**config.mk**
```make
export PLATFORM = sky130hd
export DESIGN_NAME = ifu_fetch
export DESIGN_NICKNAME = d
export VERILOG_FILES = /design/src/rtl/ifu_fetch.sv
export SDC_FILE = /design/constraint.sdc
export NUM_CORES = 1
export LEC_CHECK = 0
export CAP_MARGIN = 40
export CORE_MARGIN = 2
export CORE_UTILIZATION = 40
export CTS_CLUSTER_DIAMETER = 150
export CTS_CLUSTER_SIZE = 25
export DETAILED_ROUTE_END_ITERATION = 10
export PLACE_DENSITY = 0.86
export SYNTH_ARGS = -nofsm -noshare
export SYNTH_HDL_FRONTEND = slang
export SYNTH_SLANG_ARGS = --single-unit
```
**constraint.sdc**
```tcl
create_clock -name clk -period 2.6 [get_ports clk]
set_input_delay 0.52 -clock clk [delete_from_list [all_inputs] [get_ports clk]]
set_output_delay 0.52 -clock clk [all_outputs]
set_load 0.05 [all_outputs]
```
**src/rtl/ifu_fetch.sv**
```systemverilog
// Instruction fetch unit: accepts one PC at a time, issues a single memory request,
// and presents the instruction (or an alignment/bus fault) to decode.
module ifu_fetch #(
  parameter int ADDR_W = 64,
  parameter int INST_W = 32
) (
  input  logic              clk,
  input  logic              rst,
  input  logic              pc_valid_i,
  input  logic [ADDR_W-1:0] pc_i,
  output logic              pc_ready_o,
  input  logic              flush_i,
  output logic              imem_req_valid_o,
  input  logic              imem_req_ready_i,
  output logic [ADDR_W-1:0] imem_req_addr_o,
  input  logic              imem_rsp_valid_i,
  input  logic [INST_W-1:0] imem_rsp_data_i,
  input  logic              imem_rsp_err_i,
  output logic              inst_valid_o,
  input  logic              inst_ready_i,
  output logic [INST_W-1:0] inst_o,
  output logic [ADDR_W-1:0] inst_pc_o,
  output logic              inst_fault_o
);

  typedef enum logic [2:0] {
    IDLE = 3'd0,
    REQ  = 3'd1,
    WAIT = 3'd2,
    OUT  = 3'd3,
    DROP = 3'd4
  } state_t;

  state_t state_reg, state_next;

  logic [ADDR_W-1:0] pc_reg;
  logic [INST_W-1:0] inst_reg;
  logic              fault_reg;

  logic accept;
  logic misaligned;
  logic rsp_take;

  assign pc_ready_o       = (state_reg == IDLE) && !flush_i && !rst;
  assign accept           = pc_valid_i && pc_ready_o;
  assign misaligned       = |pc_i[1:0];
  assign rsp_take         = (state_reg == WAIT) && imem_rsp_valid_i && !flush_i;

  assign imem_req_valid_o = (state_reg == REQ);
  assign imem_req_addr_o  = pc_reg;
  assign inst_valid_o     = (state_reg == OUT);
  assign inst_o           = inst_reg;
  assign inst_pc_o        = pc_reg;
  assign inst_fault_o     = fault_reg;

  always_comb begin
    state_next = state_reg;
    case (state_reg)
      IDLE: begin
        if (accept) state_next = misaligned ? OUT : REQ;
      end
      REQ: begin
        // A flush racing with req_ready still leaves a response in flight to swallow.
        if (flush_i) state_next = imem_req_ready_i ? DROP : IDLE;
        else if (imem_req_ready_i) state_next = WAIT;
      end
      WAIT: begin
        if (flush_i) state_next = imem_rsp_valid_i ? IDLE : DROP;
        else if (imem_rsp_valid_i) state_next = OUT;
      end
      OUT: begin
        if (flush_i || inst_ready_i) state_next = IDLE;
      end
      DROP: begin
        if (imem_rsp_valid_i) state_next = IDLE;
      end
      default: state_next = IDLE;
    endcase
  end

  always_ff @(posedge clk) begin
    if (rst) begin
      state_reg <= IDLE;
      pc_reg    <= '0;
      inst_reg  <= '0;
      fault_reg <= 1'b0;
    end else begin
      state_reg <= state_next;
      // Misaligned PCs present a zero instruction with the fault flag set.
      if (accept) begin
        pc_reg    <= pc_i;
        inst_reg  <= '0;
        fault_reg <= misaligned;
      end
      if (rsp_take) begin
        inst_reg  <= imem_rsp_data_i;
        fault_reg <= imem_rsp_err_i;
      end
    end
  end

endmodule
```
==> results of run 1 <==
## cell usage after synthesis, drive strengths merged
library cell | instances | share of area (%)
a22oi | 1 | 0.17
nand3 | 33 | 3.8
and3 | 1 | 0.14
nor3 | 3 | 0.34
dfxtp | 100 | 46
nand3b | 1 | 0.17
a221o | 1 | 0.23
and3b | 1 | 0.20
mux2 | 2 | 0.51
clkbuf | 24 | 2.1
nand2 | 162 | 14
a21oi | 97 | 14
buf | 80 | 14
a2111oi | 2 | 0.40
nor3b | 2 | 0.34
o21ai | 1 | 0.11
nor2 | 5 | 0.43
a32o | 1 | 0.23
nand2b | 1 | 0.14
or3 | 1 | 0.14
mux2i | 2 | 0.46
nor2b | 5 | 0.71
nor4 | 2 | 0.77
and2 | 1 | 0.14
## cells by family (layout without fill, tap and decap cells)
group	Yosys count	after routing
buffers and inverters	104	290
AND/OR/NAND/NOR	218	218
multiplexers	4	4
AO/OA/AOI/OAI	103	103
flip-flops	100	100
## cells in the final DEF (no fill, tap or decap), types with 2 or more instances in the layout
| cell | n |
|---|---|
| mux2i_1 | 2 |
| clkinvlp_4 | 3 |
| nand2_2 | 10 |
| mux2_2 | 2 |
| nand3_1 | 33 |
| dfxtp_1 | 100 |
| dlymetal6s2s_1 | 2 |
| a2111oi_0 | 2 |
| a21oi_2 | 36 |
| buf_4 | 7 |
| nor3b_1 | 2 |
| nor2_1 | 5 |
| clkdlybuf4s50_1 | 263 |
| nor2b_1 | 5 |
| nor3_1 | 3 |
| nand2_1 | 152 |
| clkbuf_8 | 9 |
| a21oi_1 | 61 |
| buf_12 | 4 |
## worst register-to-register path, cell delays in order (launching register included)
cell     delay [ps]
dfxtp_1         350
buf_4           180
nor4_4          320
and3b_2         270
buf_4           260
nor3_1          100
nor4_2          230
## per-layer routing
| layer | part of all wire, % | GRT usage [%] |
|---|---|---|
| met5 | 0 | 0 |
| met4 | 2.1 | 7.78 |
| met3 | 8.5 | 6.34 |
| met2 | 52 | 37.8 |
| met1 | 37 | 21.6 |
## worst max-delay path by stage
stage,endpoint,depth (start not counted)
6_report,pc_ready_o,4
4_1_cts,imem_req_valid_o,2
3_3_place_gp,state_reg[0]$_SDFFE_PP0P_,5
2_1_floorplan,imem_req_valid_o,2
5_1_grt,pc_ready_o,4
3_5_place_dp,state_reg[0]$_SDFFE_PP0P_,5
## power by group through the flow
stage / Combinational [mW] / Clock [mW] / Sequential [mW]
floorplan: 0.826 / 0 / 2.05
global placement: 1.56 / 0 / 1.77
detailed placement: 1.59 / 0 / 1.77
CTS: 1.60 / 0.975 / 1.74
global route: 1.67 / 1.04 / 1.76
finish: 1.59 / 0.940 / 1.74
## cell type report
class                      instances  share of cell area, %
clock buffer                      10                   1.87
clock inverter                     4                  0.771
multi-input combinational        325                   24.5
sequential                       100                   29.4
tap                              140                   2.57
timing repair buffer             276                   40.9
## stage by stage
stage / power, mW / util, % / instances / hold slack [ps] / area (µm²)
after global placement: 3.33 / 61.7 / 841 / 452 / 6630
final: 4.27 / 63.4 / 855 / 469 / 6820
after CTS: 4.31 / 63.4 / 855 / 471 / 6810
after detailed placement: 3.37 / 61.7 / 841 / 458 / 6630
after global routing: 4.47 / 63.4 / 855 / 494 / 6820
after floorplan: 2.87 / - / 529 / 654 / 4380
==> out/qor.csv, run 1 <==
metric;value;unit
status;completed;
CTS buffer count;9;
Die Y-Extent;109;µm
IO buf count;267;
sequential area share after synthesis;45.7;%
Clock Skews;6.25;ps
final slew viol count;0;
HP Class;reg2reg;
Crit path max-delay family;buffers and inverters;
Int Pwr;2.67;mW
WP data required;2080;ps
WL/cell;15.0;µm
Hold Buf Count CTS;0;
Min-Delay Endpoint;inst_o[8]$_SDFFE_PP0P_;
DR pass1 iterations;6;
CTS clock-pin slew for the worst setup and hold paths;90;ps
Sequential Power Share;40.8;%
Fin. Hold Viols;0;
nets;816;
Root Driver;clkbuf_8;
area of the multi-input gates;1670;µm²
post-route ant nets;0;
CP Cell Sequence;clkdlybuf4s50_1 -> nor4_4 -> nor2b_1 -> buf_12;
WP data arrival;1790;ps
Clk pwr share;22.0;%
# rows;38;
# diodes;0;
Logic pwr share;37.2;%
largest net degree at the start of global routing;67;
syn avg cell area;8.28;µm²
Netlist Area Pre-Place;4380;µm²
initial antenna violation count;0;
HPWL Detailed;9.39;mm
Setup crit start kind;primary input;
vias;4108;
complex-gate fraction of the synthesized area;15.3;%
max cap viols;0;
Crit Reg-Reg Startpoint;state_reg[1]$_SDFFE_PP0P_;
layout cell share with drive strength beyond 1;10.5;%
fmax;0.433;GHz
endpoints failing setup;0;
multiplexer area fraction after synthesis;0.971;%
Area growth syn-to-layout;55.5;%
vias in the first global route;3934;
total wire length;12.8;mm
Clock Path Buffers;2;
htree depth;3;
GR Util All Layers;20.4;%
width of the die;109;µm
unrepaired setup endpoints after global routing;false;
Fillers;898;
flops & latches, synth;100;
worst rel slew slack;45.1;%
Buf/Inv on CP;2;
Synth Area in XOR/XNOR;0;%
I/O pin count;268;
largest family of logic cells by synthesized area;simple AND/OR/NAND/NOR gates;
RePlAce Congestion;0.755;
die area;11800;µm²
Sw Share;37.4;%
Remaining DRCs;0;
HP Start;inst_o[8]$_SDFFE_PP0P_;
Synth Area in Adders;0;%
CP max stage cell;clkdlybuf4s50_1;
setup TNS;0;ps
Register Area;2000;µm²
Worst path max stage delay;560;ps
CTS tree;yes;
Core Region;10700;µm²
Tcrit/Tclk final;88.8;%
initial core utilization;40.8;%
worst-path maximum fanout;8;
worst flop-to-flop path endpoint;inst_fault_o$_SDFFE_PP0P_;
Worst setup EP type;output pin;
Largest register FFs;64;
Synth Area in Simple Gates;21.8;%
Syn Inst Count;529;
Place WS;135;ps
synth warn;0;
cell count of the worst reg-to-reg path;6;
post-CTS sizing;0;
Clock Latency Late Sink;350;ps
Initial DRC Count;223;
crit path kind;in2out;
Worst R2R Setup Slack;810;ps
Max IR drop VDD;0.000310;V
first-pass GRT wire length;19.1;mm
Num Clock Sinks;100;
Worst Slack Setup Final;292;ps
power density over the cells;626;nW/µm²
Least-Margin Pin Slew;824;ps
via density per instance;4.80;
WHS Path Cells;2;
static leakage;2.27;nW
Sw Pwr;1.59;mW
post-CTS setup buffer count;0;
grt total ovfl;0;
Cell variety after synth;31;
CP startpoint;flush_i;
post-synth net total;633;
min Tclk post-route;2310;ps
Note: power is estimated with default switching activity, not from simulation.
==> inputs of run 2 (changes only) <==
--- a/config.mk
+++ b/config.mk
@@ -7,11 +7,12 @@
 export LEC_CHECK = 0
 export CAP_MARGIN = 40
 export CORE_MARGIN = 2
-export CORE_UTILIZATION = 40
+export CORE_UTILIZATION = 41
+export CTS_BUF_LIST = sky130_fd_sc_hd__clkbuf_8
 export CTS_CLUSTER_DIAMETER = 150
 export CTS_CLUSTER_SIZE = 25
 export DETAILED_ROUTE_END_ITERATION = 10
-export PLACE_DENSITY = 0.86
+export PLACE_DENSITY = 0.88
 export SYNTH_ARGS = -nofsm -noshare
 export SYNTH_HDL_FRONTEND = slang
 export SYNTH_SLANG_ARGS = --single-unit
==> out/qor.csv, run 2 (synthesis results as in run 1) <==
metric;value;unit;change
status;completed;;
Clock Latency Late Sink;340;ps;about the same
grt total ovfl;0;;unchanged
cell count of the worst reg-to-reg path;5;;-1
WHS Path Cells;2;;unchanged
Setup crit start kind;primary input;;
initial antenna violation count;0;;unchanged
Max IR drop VDD;0.000360;V;+16%
WL/cell;15.1;µm;+0.42%
Die Y-Extent;107;µm;-1.2%
total wire length;12.9;mm;+0.19%
crit path kind;in2out;;
Place WS;241;ps;+106 ps
first-pass GRT wire length;19.5;mm;+2.5%
CTS tree;yes;;
CTS clock-pin slew for the worst setup and hold paths;90;ps;about the same
Initial DRC Count;216;;-3.1%
largest net degree at the start of global routing;54;;-19%
min Tclk post-route;2290;ps;-20.9 ps
Register Area;2000;µm²;unchanged
Core Region;10400;µm²;-3.5%
# rows;37;;-2.6%
I/O pin count;268;;unchanged
HP Start;inst_o[25]$_SDFFE_PP0P_;;
Largest register FFs;64;;unchanged
layout cell share with drive strength beyond 1;10.9;%;+0.39 points
WP data arrival;1770;ps;-20 ps
HPWL Detailed;9.50;mm;+1.1%
fmax;0.437;GHz;+0.91%
via density per instance;4.97;;+3.5%
vias;4240;;+3.2%
CP max stage cell;clkdlybuf4s50_1;;
final slew viol count;0;;unchanged
Worst R2R Setup Slack;760;ps;-50 ps
Num Clock Sinks;100;;unchanged
HP Class;reg2reg;;
# diodes;0;;unchanged
Area growth syn-to-layout;56.9;%;
worst rel slew slack;54.3;%;+9.2 points
Remaining DRCs;0;;unchanged
Worst path max stage delay;580;ps;+20 ps
Crit Reg-Reg Startpoint;state_reg[1]$_SDFFE_PP0P_;;
static leakage;2.30;nW;+1.1%
Least-Margin Pin Slew;686;ps;-138 ps
endpoints failing setup;0;;unchanged
max cap viols;0;;unchanged
power density over the cells;648;nW/µm²;+3.4%
worst-path maximum fanout;8;;unchanged
CTS buffer count;9;;unchanged
post-route ant nets;0;;unchanged
commonest non-fill, non-tap cells in the layout;263 x clkdlybuf4s50_1, 152 x nand2_1, 100 x dfxtp_1;;
area of the multi-input gates;1670;µm²;unchanged
GR Util All Layers;21.1;%;+0.62 points
Crit path max-delay family;buffers and inverters;;
RePlAce Congestion;0.735;;-2.7%
Fin. Hold Viols;0;;unchanged
vias in the first global route;4158;;+5.7%
die area;11500;µm²;-2.3%
initial core utilization;42.3;%;+1.5 points
unrepaired setup endpoints after global routing;false;;
Worst Slack Setup Final;313;ps;+20.9 ps
Buf/Inv on CP;2;;unchanged
Clock Path Buffers;2;;unchanged
IO buf count;267;;unchanged
DR pass1 iterations;4;;-2
nets;816;;unchanged
Worst setup EP type;output pin;;
most common cell after layout, fill and taps aside;clkdlybuf4s50_1;;
setup TNS;0;ps;unchanged
width of the die;107;µm;-1.2%
Tcrit/Tclk final;88.0;%;-0.80 points
htree depth;3;;unchanged
Hold Buf Count CTS;0;;unchanged
total power;4.45;mW;+4.3%
CP Cell Sequence;clkdlybuf4s50_1 -> nor4_4 -> nor2b_1 -> buf_12;;
Fillers;848;;-5.6%
Clock Skews;8.44;ps;+2.19 ps
Min-Delay Endpoint;inst_o[25]$_SDFFE_PP0P_;;
worst flop-to-flop path endpoint;imem_req_addr_o[36]$_SDFFE_PP0P_;;
WP data required;2080;ps;about the same
Root Driver;clkbuf_8;;
## run 2: changes by cell type in the layout (fill, tap and decap cells not counted), sizes merged
cell          previous run  this run
buf                     11        12
clkinvlp                 3         1
dlymetal6s2s             2         1
bufinv                   1         2
inv                      0         1
clkbuf                  10        12
## run 2: routing by layer
metal	GRT usage, %	part of all wire, %	vias up
met4	7.42	2.0	0
met5	0	0	-
met2	40.0	53	173
met3	5.87	7.6	26
li1	-	-	2019
met1	22.0	37	2022
## run 2: repair_timing
item / 4_1_cts / 5_1_grt
resized for setup: 0 / 1
endpoints found under the setup margin: 0 / 1
setup buffers: 0 / 0
## run 2: power breakdown
part           switching [mW]  leakage [nW]  internal, mW
Clock                   0.511         0.120         0.619
Sequential              0.122         0.810          1.64
Combinational           0.963          1.37         0.600
## run 2: worst max-delay path by stage
stage / from / endpoint / slack [ps] / cells past startpoint
2_1_floorplan: state_reg[0]$_SDFFE_PP0P_ / imem_req_valid_o / 290 / 2
3_3_place_gp: flush_i / state_reg[1]$_SDFFE_PP0P_ / 280 / 5
3_5_place_dp: flush_i / state_reg[1]$_SDFFE_PP0P_ / 240 / 5
4_1_cts: state_reg[0]$_SDFFE_PP0P_ / imem_req_valid_o / 10 / 2
5_1_grt: flush_i / pc_ready_o / 260 / 4
6_report: flush_i / pc_ready_o / 310 / 4
## run 2: area by class of cell
| cell class | instances | share of cell area (%) |
|---|---|---|
| clock buffer | 12 | 2.40 |
| clock inverter | 4 | 1.04 |
| multi-input combinational | 325 | 24.3 |
| sequential | 100 | 29.1 |
| tap | 136 | 2.48 |
| timing repair buffer | 276 | 40.7 |
## run 2: through the flow
stage / hold WS (ps) / area [µm²] / std cells / utilization, %
finish: 472 / 6870 / 853 / 66.3
CTS: 473 / 6870 / 853 / 66.3
detailed placement: 463 / 6640 / 837 / 64.0
floorplan: 654 / 4380 / 529 / -
global placement: 451 / 6640 / 837 / 64.0
global route: 495 / 6870 / 853 / 66.3
## run 2: tightest hold or removal path, stage by stage, from the launching register on
cell and delay, ps:
dfxtp_1 320, nand3_1 60, a21oi_1 60
==> inputs of run 3 (changes only) <==
--- a/config.mk
+++ b/config.mk
@@ -5,13 +5,13 @@
 export SDC_FILE = /design/constraint.sdc
 export NUM_CORES = 1
 export LEC_CHECK = 0
-export CAP_MARGIN = 40
 export CORE_MARGIN = 2
 export CORE_UTILIZATION = 41
 export CTS_BUF_LIST = sky130_fd_sc_hd__clkbuf_8
 export CTS_CLUSTER_DIAMETER = 150
 export CTS_CLUSTER_SIZE = 25
 export DETAILED_ROUTE_END_ITERATION = 10
+export HOLD_SLACK_MARGIN = 0.03
 export PLACE_DENSITY = 0.88
 export SYNTH_ARGS = -nofsm -noshare
 export SYNTH_HDL_FRONTEND = slang
==> results of run 3 <==
The final DEF is identical to that of run 2; final timing and power are the same.
